### config.mk
export PLATFORM = sky130hd
export DESIGN_NAME = mux_scan_reg
export DESIGN_NICKNAME = d
export VERILOG_FILES = /design/src/rtl/mux_scan_reg.sv
export SDC_FILE = /design/constraint.sdc
export NUM_CORES = 1
export LEC_CHECK = 0
export BUFFER_PORTS_ARGS = -buffer_cell sky130_fd_sc_hd__buf_4
export CAP_MARGIN = 30
export CORE_AREA = 3 3 117 119
export DETAILED_ROUTE_END_ITERATION = 8
export DIE_AREA = 0 0 120 122
export GPL_TIMING_DRIVEN = 0
export PLACE_DENSITY = 0.77
export SLEW_MARGIN = 40
export SYNTH_ARGS = -nofsm -noshare
export SYNTH_HDL_FRONTEND = slang
export SYNTH_SLANG_ARGS = --single-unit
### constraint.sdc
create_clock -name clk -period 2.7 [get_ports clk]
set_clock_uncertainty 0.05 [all_clocks]
set_input_delay 0.27 -clock clk [delete_from_list [all_inputs] [get_ports clk]]
set_output_delay 0.27 -clock clk [all_outputs]
set_load 0.005 [all_outputs]
### src/rtl/mux_scan_reg.sv
// Registered NCH-channel, WIDTH-bit multiplexer with valid/ready output and a round-robin scan mode.
// Optional MUX_PARITY_EN adds out_par, the XOR of the captured word.
module mux_scan_reg #(
  parameter int WIDTH = 32,
  parameter int NCH   = 8,
  parameter int SELW  = 3
) (
  input  logic                   clk,
  input  logic                   rst_n,
  input  logic [NCH*WIDTH-1:0]   in_bus,
  input  logic [SELW-1:0]        sel,
  input  logic                   mode,
  input  logic                   load,
  input  logic                   out_ready,
  output logic                   out_valid,
  output logic [WIDTH-1:0]       out_data,
  output logic [SELW-1:0]        out_sel,
  output logic                   out_err,
`ifdef MUX_PARITY_EN
  output logic                   out_par,
`endif
  output logic                   busy
);

  localparam logic [SELW:0]   NCH_EXT = (SELW+1)'(NCH);
  localparam logic [SELW-1:0] LAST    = SELW'(NCH - 1);

  logic [SELW-1:0]  ptr;
  logic             mode_q;
  logic             free;
  logic             capture;
  logic             scan_entry;
  logic [SELW-1:0]  ptr_use;
  logic [SELW-1:0]  ptr_next;
  logic [SELW-1:0]  idx;
  logic             idx_err;
  logic [WIDTH-1:0] word;

  assign free       = !out_valid || out_ready;
  assign capture    = load && free;
  // The pointer restarts at channel 0 on the very cycle scan mode is entered.
  assign scan_entry = mode && !mode_q;
  assign ptr_use    = scan_entry ? '0 : ptr;
  assign ptr_next   = (ptr_use == LAST) ? '0 : ptr_use + 1'b1;
  assign idx        = mode ? ptr_use : sel;
  assign idx_err    = {1'b0, idx} >= NCH_EXT;
  assign busy       = out_valid && !out_ready;

  // Out-of-range indices match no channel, so word stays zero for them.
  always_comb begin
    word = '0;
    for (int k = 0; k < NCH; k++) begin
      if (idx == SELW'(k)) word = in_bus[k*WIDTH +: WIDTH];
    end
  end

  always_ff @(posedge clk or negedge rst_n) begin
    if (!rst_n) begin
      out_valid <= 1'b0;
      out_data  <= '0;
      out_sel   <= '0;
      out_err   <= 1'b0;
      ptr       <= '0;
      mode_q    <= 1'b0;
`ifdef MUX_PARITY_EN
      out_par   <= 1'b0;
`endif
    end else begin
      mode_q <= mode;
      if (capture) begin
        out_valid <= 1'b1;
        out_data  <= word;
        out_sel   <= idx;
        out_err   <= idx_err;
`ifdef MUX_PARITY_EN
        out_par   <= ^word;
`endif
        if (mode) ptr <= ptr_next;
      end else begin
        if (scan_entry) ptr <= '0;
        if (out_valid && out_ready) out_valid <= 1'b0;
      end
    end
  end

endmodule

### Word-level counts from Yosys, hierarchy flattened

Cells that the tools add are included.

| storage, ports and cells | value |
|---|---|
| bits in registers | 40 |
| bits of input ports | 264 |
| output and inout bits | 38 |
| logic and storage cells | 40 |

| cells by class | value |
|---|---|
| add/sub/neg operators | 1 |
| equal/unequal tests | 9 |
| mux-type cells | 15 |
| reduce and logical (&&, ||, !) cells | 10 |

Operators by type and width:

| operator | count |
|---|---|
| 2-to-1 mux 32 bit | 8 |
| equality test 3 bit (second input constant) | 5 |
| 2-to-1 mux 3 bit | 5 |
| equality test 3 x 2 -> 1 bit (second input constant) | 2 |
| logical AND 1 bit | 4 |
| adder 3 x 1 -> 3 bit (second input constant) | 1 |
| equality test 3 x 1 -> 1 bit (second input constant) | 1 |
| zero test 1 bit | 3 |
| zero test 3 bit | 1 |
| 2-to-1 mux 1 bit | 2 |
| inequality test 2 bit (second input constant) | 1 |
| nonzero test 2 bit | 1 |
| logical OR 1 bit | 1 |

### Logic depth before layout (Yosys ltp)

Gate-level depths: netlist (run 1).

| depth | value |
|---|---|
| word-level depth | 13 |
| gate-level depth with buffers | 9 |
| gate-level depth less buffers | 7 |

### Worst setup path before layout (run 1)

No wires, ideal clock.

| timing | value |
|---|---|
| path kind | register to register |
| start point | register ptr[0] |
| end point | register out_data[14] |
| setup time | 0.122 ns |
| arrival time | 1.792 ns |
| data required time | 2.528 ns |
| slack | 0.736 ns |
| stages on the path, launching flop included | 10 |
| buffers on the path | 4 |
| clock period less this slack | 1.964 ns |
| path through | dfrtp_1 > and3_1 > buf_2 > or2_1 > buf_2 > nand2_1 > buf_2 > buf_2 > o22ai_1 > a32o_1 |

| between the ends | value |
|---|---|
| word-level cells in the longest chain between the ends | 11 |
| elaborated cells between the ends (all ways) | 18 |
| those cells by class | 7 x eq/ne; 10 x mux; 1 x reduce/logical |

Ends and longest elaborated chain:

| element | RTL line | RTL |
|---|---|---|
| start: declaration | 28 | `logic [SELW-1:0] ptr;` |
| start signal: assignment | 78 | `if (mode) ptr <= ptr_next;` |
| 2-to-1 mux 3 bit (*) | - |  |
| 2-to-1 mux 3 bit (*) | 45 | `assign idx = mode ? ptr_use : sel;` |
| zero test 3 bit | 53 | `if (idx == SELW'(k)) word = in_bus[k*WIDTH +: WIDTH];` |
| 2-to-1 mux 32 bit (7 in a row) | 53 |  |
| 2-to-1 mux 32 bit (*) | 53 |  |
| end signal: assignment | 72 | `out_data <= word;` |
| end: declaration | 16 | `output logic [WIDTH-1:0] out_data,` |

Every way passes the cells marked *; elsewhere a longest branch is shown, timed or not.
A chain may end at the register's enable or synchronous reset.

### Worst setup path in the final report (run 1)

| timing | value |
|---|---|
| start point | register ptr[0] |
| end point | register out_data[5] |

The elaborated chain is that of the path after synthesis.

==> qor.csv, run 1 <==
stage,metric,value,unit
outcome,outcome,finished clean,
setup_path,worstSetupPathType,flop to flop,
hold_path,hold_class,input pin to flop,
logic_synthesis,synth_top_area_share,23.37,%
placement,placed_cell_area,0.006750,mm^2
placement,gp_congestion,0.9327,
global_routing,grt-ovfl-total,0,
logic_synthesis,yosysWarningCount,0,
timing,hold_viol,0,
global_routing,grt_pass1_vias,6113,
logic_synthesis,synth_compound_area_share,44.00,%
logic_synthesis,yosys_most_used_dff,dfrtp_1,
clocking,clock_path_buffers,2,
clocking,numCtsBuffers,5,
detailed_routing,first_iter_violations,580,
detailed_routing,highest_layer,met4,
logic_synthesis,netlist_area,0.004283,mm^2
logic_synthesis,yosysSeqAreaShare,23.37,%
floorplan,start_util,33.80,%
clocking,htree_levels,2,
timing,rsz0062_at_grt,false,
timing,tightestPinTransition,0.6941,ns
pwr,p_total,2.858,mW
floorplan,core-area,0.01267,mm^2
floorplan,die-area,0.01464,mm^2
detailed_routing,drc,0,
setup_path,cp_slowest_cell,dfrtp_1,
setup_path,startpoint_type,flop,
timing,finalSetupViolCount,0,
logic_synthesis,synth_edf_count,0,
setup_path,r2r_cells,7,
logic_synthesis,ys_ff_latch,40,
timing,max-slew-margin-rel,53.63,%
detailed_routing,wl_met3,2095,um
logic_synthesis,synth_nets,856,
finish,fin_nets,1164,
timing,fin_ws,0.1202,ns
finish,drive_gt1_share,39.00,%
setup_path,worstReg2RegEnd,out_data[5]$_DFFE_PN0P_,
detailed_routing,wirelength,22990,um
clocking,insertion_delay,0.29,ns
setup_path,max_stage_delay,0.46,ns
finish,diodes,0,
setup_path,crit_fanout,10,
global_routing,grt_pass1_wl,33660,um
setup_path,r2r_start,ptr[0]$_DFFE_PN0P_,
global_routing,grt_max_degree,41,
floorplan,die_h,122,um
logic_synthesis,synth_mux_area_share,0.7304,%
placement,dp_hpwl,17520,um
timing,min_period,2.580,ns
detailed_routing,wl_met1,9120,um
logic_synthesis,yosysMostFrequentCell,o21ai_0,
setup_path,regToRegSetupSlack,0.12,ns
clocking,cts_sinks,40,
clocking,cts_hold_buf,1,
detailed_routing,wire_per_inst,21.44,um
setup_path,path_cells,and3_1 -> buf_2 -> nor2_2 -> nand2_1 -> clkbuf_1 -> o22ai_1 -> a32o_1,
timing,max_freq,387.6,MHz
global_routing,antenna_found_initial,0,
detailed_routing,route.met2.wl,11000,um
clocking,cts_tree,done,
clocking,cts-resized-gates,0,
logic_synthesis,async_flop_share,100.0,%
logic_synthesis,synth_top_family_by_area,compound AO/OA/AOI/OAI gates,
global_routing,grt_usage,29.61,%
placement,dp_slack,0.09865,ns
pwr,peakVddDrop,0.2299,mV
detailed_routing,vias,6324,
timing,fin_hold_ws,0.09438,ns
clocking,postCtsSetupBuffers,0,
logic_synthesis,synth_top_area_cell,dfrtp_1,
logic_synthesis,synthXorXnorAreaFrac,0,%
pwr,p_leak,3.305,nW
hold_path,worst_hold_path.num_cells,1,
clocking,path_clk_slew,0.07,ns
hold_path,hold_end,mode_q$_DFF_PN0_,
detailed_routing,ant_nets,0,
clocking,cts-root-buf,clkbuf_16,
floorplan,die_w,120,um
detailed_routing,routed_via_density,5.899,
logic_synthesis,post_synth_num_cell_types,58,
logic_synthesis,netlist_top_cells_count,"o21ai_0 (97), nor2_1 (61), dfrtp_1 (40)",
detailed_routing,dr.pass1.iters,7,
floorplan,rows,41,
finish,area_growth,61.67,%
setup_path,critPathRequiredTime,2.88,ns
pwr,p_per_area,412.8,mW/mm^2
logic_synthesis,yosys.area_share.simple,23.52,%
timing,final_max_slew_viol_count,0,
placement,port_buffers,300,
run,drv_cap,0,
logic_synthesis,yosys.area_share.adder,0.2921,%
logic_synthesis,postSynthCellCount,591,
logic_synthesis,synth_area_leaders,"dfrtp_1 (23%), o21ai_0 (11%), a2111o_1 (7.4%)",
timing,tns,0,ns
setup_path,arrival,2.76,ns
logic_synthesis,synth.avg_cell_area,7.247,um^2
hold_path,hp-start,mode,
setup_path,end_kind,flop,
timing,period_share,95.55,%
finish,final_area,0.006924,mm^2
floorplan,ios,302,
## critical path: cells and delay by family, from the launching register on
kind | cells | cell delay, ns
buf+inv | 2 | 0.57
flops | 1 | 0.46
simple gates | 3 | 0.92
compound gates | 2 | 0.51
## worst max-delay path by stage
stage	from	to	slack (ns)
3_5_place_dp	out_ready	out_data[5]$_DFFE_PN0P_	0.1
2_1_floorplan	ptr[0]$_DFFE_PN0P_	out_data[14]$_DFFE_PN0P_	0.74
6_report	ptr[0]$_DFFE_PN0P_	out_data[5]$_DFFE_PN0P_	0.12
3_3_place_gp	out_ready	out_data[8]$_DFFE_PN0P_	0.12
4_1_cts	ptr[0]$_DFFE_PN0P_	out_data[5]$_DFFE_PN0P_	0.20
5_1_grt	ptr[1]$_DFFE_PN0P_	out_data[12]$_DFFE_PN0P_	0.002
## final cells by class
| type | count | area [um^2] |
|---|---|---|
| Timing Repair Buffer | 301 | 2262 |
| Buffer | 70 | 320.3 |
| Sequential cell | 40 | 1001 |
| Clock buffer | 6 | 128.9 |
| Multi-Input combinational cell | 475 | 2939 |
| Fill cell | 1257 | 5747 |
| Clock inverter | 2 | 35.03 |
| Tap cell | 172 | 215.2 |
| Inverter | 6 | 22.52 |
## metal layers
layer / track usage (%) / vias up
met5: 0 / -
met4: 10.59 / 0
met3: 4.735 / 63
met2: 50.02 / 421
met1: 38.33 / 2958
li1: - / 2882
## power breakdown
| part | internal, mW | switching, mW | total, mW |
|---|---|---|---|
| Combinational | 0.704 | 0.634 | 1.34 |
| Sequential | 0.725 | 0.0786 | 0.803 |
| Clock | 0.436 | 0.281 | 0.717 |
| Total | 1.86 | 0.993 | 2.86 |
## sequential cells by signal, summed over array words and instances (netlist names)
register	count
out_data	32
mode_q	1
ptr	3
out_valid	1
out_sel	3
## placed cells by master (no fill, tap or decap), types with 28 or more instances in the layout
master and instances:
o22ai_1 28, nor3_1 31, nand3_1 37, o211ai_1 28, nor2_1 61, a32o_1 28, o21ai_0 97, a2111o_1 28
dfrtp_1 40, clkbuf_1 39, a21oi_1 33, and2_1 32, buf_4 302
## metrics by stage
step | std cells | utilization [%]
2_1_floorplan | 591 | -
3_3_place_gp | 1063 | 53.27
3_5_place_dp | 1063 | 53.27
4_1_cts | 1072 | 54.65
5_1_grt | 1072 | 54.65
6_report | 1072 | 54.65
## logic make-up (layout without fill, tap and decap cells)
group,after synthesis,after routing
AOI/OAI and AO/OA,269,269
adders and majority gates,1,1
buffers and inverters,76,385
DFF,40,40
other,1,1
and+or+nand+nor,201,201
muxes,3,3
Power figures use the tool's default switching activity.
==> run 2: changes to the inputs <==
- CELL_PAD_IN_SITES_DETAIL_PLACEMENT: default -> 0
- CELL_PAD_IN_SITES_GLOBAL_PLACEMENT: default -> 1
- CORE_AREA: 3 3 117 119 -> default
- CORE_ASPECT_RATIO: default -> 2
- CORE_MARGIN: default -> 3
- CORE_UTILIZATION: default -> 28
- DIE_AREA: 0 0 120 122 -> default
- PLACE_DENSITY: 0.77 -> 0.93
- clock period: 2.7 -> 2.6 ns (I/O delays scaled with it)
==> run 2 against run 1 <==
  * Sequential share of layout area about the same
  * Fmax up 4.2%
  * Sequential power up 4.9%
  * Wire length up 7.0%
  * Largest cell class unchanged
  * Largest power group unchanged
==> qor.csv, run 2 (same netlist as run 1, synthesis figures left out) <==
stage,metric,value,unit
outcome,outcome,finished clean,
clocking,numCtsBuffers,5,
setup_path,crit_fanout,10,
finish,final_common_cell,buf_4,
timing,finalSetupViolCount,0,
global_routing,grt_pass1_wl,35780,um
detailed_routing,drc,0,
hold_path,hp-start,mode,
run,drv_cap,0,
placement,gp_congestion,0.9450,
setup_path,max_stage_delay,0.47,ns
timing,fin_ws,0.1244,ns
floorplan,die_h,180.9,um
pwr,p_leak,3.291,nW
timing,tightestPinTransition,0.6881,ns
clocking,insertion_delay,0.29,ns
finish,final_cell_mix,"buf_4 (302), o21ai_0 (97), nor2_1 (61), dfrtp_1 (40), clkbuf_1 (39)",
setup_path,arrival,2.61,ns
clocking,htree_levels,2,
detailed_routing,vias,6191,
finish,reg_top3,"out_data x32, out_sel x3, ptr x3",
global_routing,grt_max_degree,41,
setup_path,path_cells,and3_1 -> buf_2 -> or2_1 -> buf_2 -> nand2_1 -> buf_2 -> buf_2 -> o22ai_1 -> a32o_1,
detailed_routing,ant_nets,0,
placement,dp_slack,-0.04612,ns
hold_path,hold_end,mode_q$_DFF_PN0_,
clocking,clock_path_buffers,2,
detailed_routing,dr.pass1.iters,5,
detailed_routing,first_iter_violations,325,
timing,hold_viol,0,
detailed_routing,routed_via_density,5.659,
placement,dp_hpwl,19260,um
setup_path,startpoint_type,flop,
setup_path,cp_slowest_cell,dfrtp_1,
setup_path,r2r_cells,9,
timing,max_freq,403.9,MHz
finish,largest_register_ffs,32,
floorplan,die_w,93.45,um
floorplan,core-area,0.01490,mm^2
setup_path,regToRegSetupSlack,0.12,ns
clocking,cts_tree,done,
setup_path,r2r_start,ptr[0]$_DFFE_PN0P_,
finish,fin_nets,1164,
timing,min_period,2.476,ns
finish,drive_gt1_share,39.04,%
setup_path,end_kind,flop,
setup_path,critPathTopFamily,buffers and inverters,
global_routing,grt_pass1_vias,6419,
floorplan,die-area,0.01691,mm^2
floorplan,start_util,28.75,%
global_routing,antenna_found_initial,0,
finish,largest-register,out_data,
pwr,peakVddDrop,0.2249,mV
placement,port_buffers,300,
setup_path,worstSetupPathType,flop to flop,
clocking,cts_sinks,40,
setup_path,worstReg2RegEnd,out_data[20]$_DFFE_PN0P_,
global_routing,grt-ovfl-total,0,
setup_path,critPathBufInv,4,
timing,tns,0,ns
setup_path,critPathRequiredTime,2.73,ns
finish,area_growth,61.70,%
hold_path,worst_hold_path.num_cells,1,
detailed_routing,wire_per_inst,22.48,um
floorplan,ios,302,
timing,rsz0062_at_grt,false,
timing,period_share,95.22,%
hold_path,hold_class,input pin to flop,
timing,final_max_slew_viol_count,0,
floorplan,rows,63,
finish,diodes,0,
setup_path,path_common_cell,buf_2,
pwr,p_per_area,412.7,mW/mm^2
global_routing,grt_usage,27.82,%
timing,max-slew-margin-rel,54.13,%
clocking,path_clk_slew,0.06,ns
detailed_routing,wirelength,24600,um
clocking,cts-root-buf,clkbuf_16,
run 2: layout make-up:
class,instances,area (um^2)
plain buffers,70,320.3
clock buffers,6,128.9
well taps,195,244.0
flip-flops and latches,40,1001
fillers,1572,7973
repair buffers,301,2262
clock inverters,1,5.005
inverters,6,22.52
multi-input cells,475,2942
run 2: worst max path at each step:
stage	from	end	slack, ns	cells past startpoint
6_report	ptr[0]$_DFFE_PN0P_	out_data[20]$_DFFE_PN0P_	0.12	9
3_5_place_dp	out_ready	out_data[20]$_DFFE_PN0P_	-0.05	8
2_1_floorplan	ptr[0]$_DFFE_PN0P_	out_data[14]$_DFFE_PN0P_	0.64	9
3_3_place_gp	out_ready	out_data[20]$_DFFE_PN0P_	-0.03	8
5_1_grt	ptr[0]$_DFFE_PN0P_	out_data[20]$_DFFE_PN0P_	0.0007	9
4_1_cts	out_valid$_DFFE_PN0P_	out_data[20]$_DFFE_PN0P_	0.02	7
run 2: power breakdown:
group | leakage (nW) | internal (mW) | switching [mW]
clock | 0.0667 | 0.350 | 0.277
combinational | 2.72 | 0.731 | 0.659
sequential | 0.502 | 0.753 | 0.0888
run 2: timing repair:
item | CTS | global route
setup endpoints to repair | 0 | 20
hold endpoints to repair | 40 | 0
hold buffers | 1 | 0
gates resized for setup | 0 | 1
setup buffers | 0 | 0
run 2: stage by stage:
step	cell area [um^2]	power, mW	util (%)	hold slack [ns]	instances
final	6925	2.858	46.49	0.09216	1094
after global placement	6779	2.209	45.50	0.2421	1086
after detailed placement	6779	2.226	45.50	0.2522	1086
after floorplan	4283	1.464	-	-0.08559	591
after global routing	6925	3.004	46.49	0.09484	1094
after CTS	6923	2.861	46.47	0.08678	1094
run 2: layer usage:
layer	track usage (%)	part of all wire, %	up-vias	wire, um
met1	30.71	36	2924	8954
met5	0	0	-	0
li1	-	-	2883	-
met3	2.750	5.7	73	1399
met2	50.52	52	311	12860
met4	15.38	5.6	0	1387
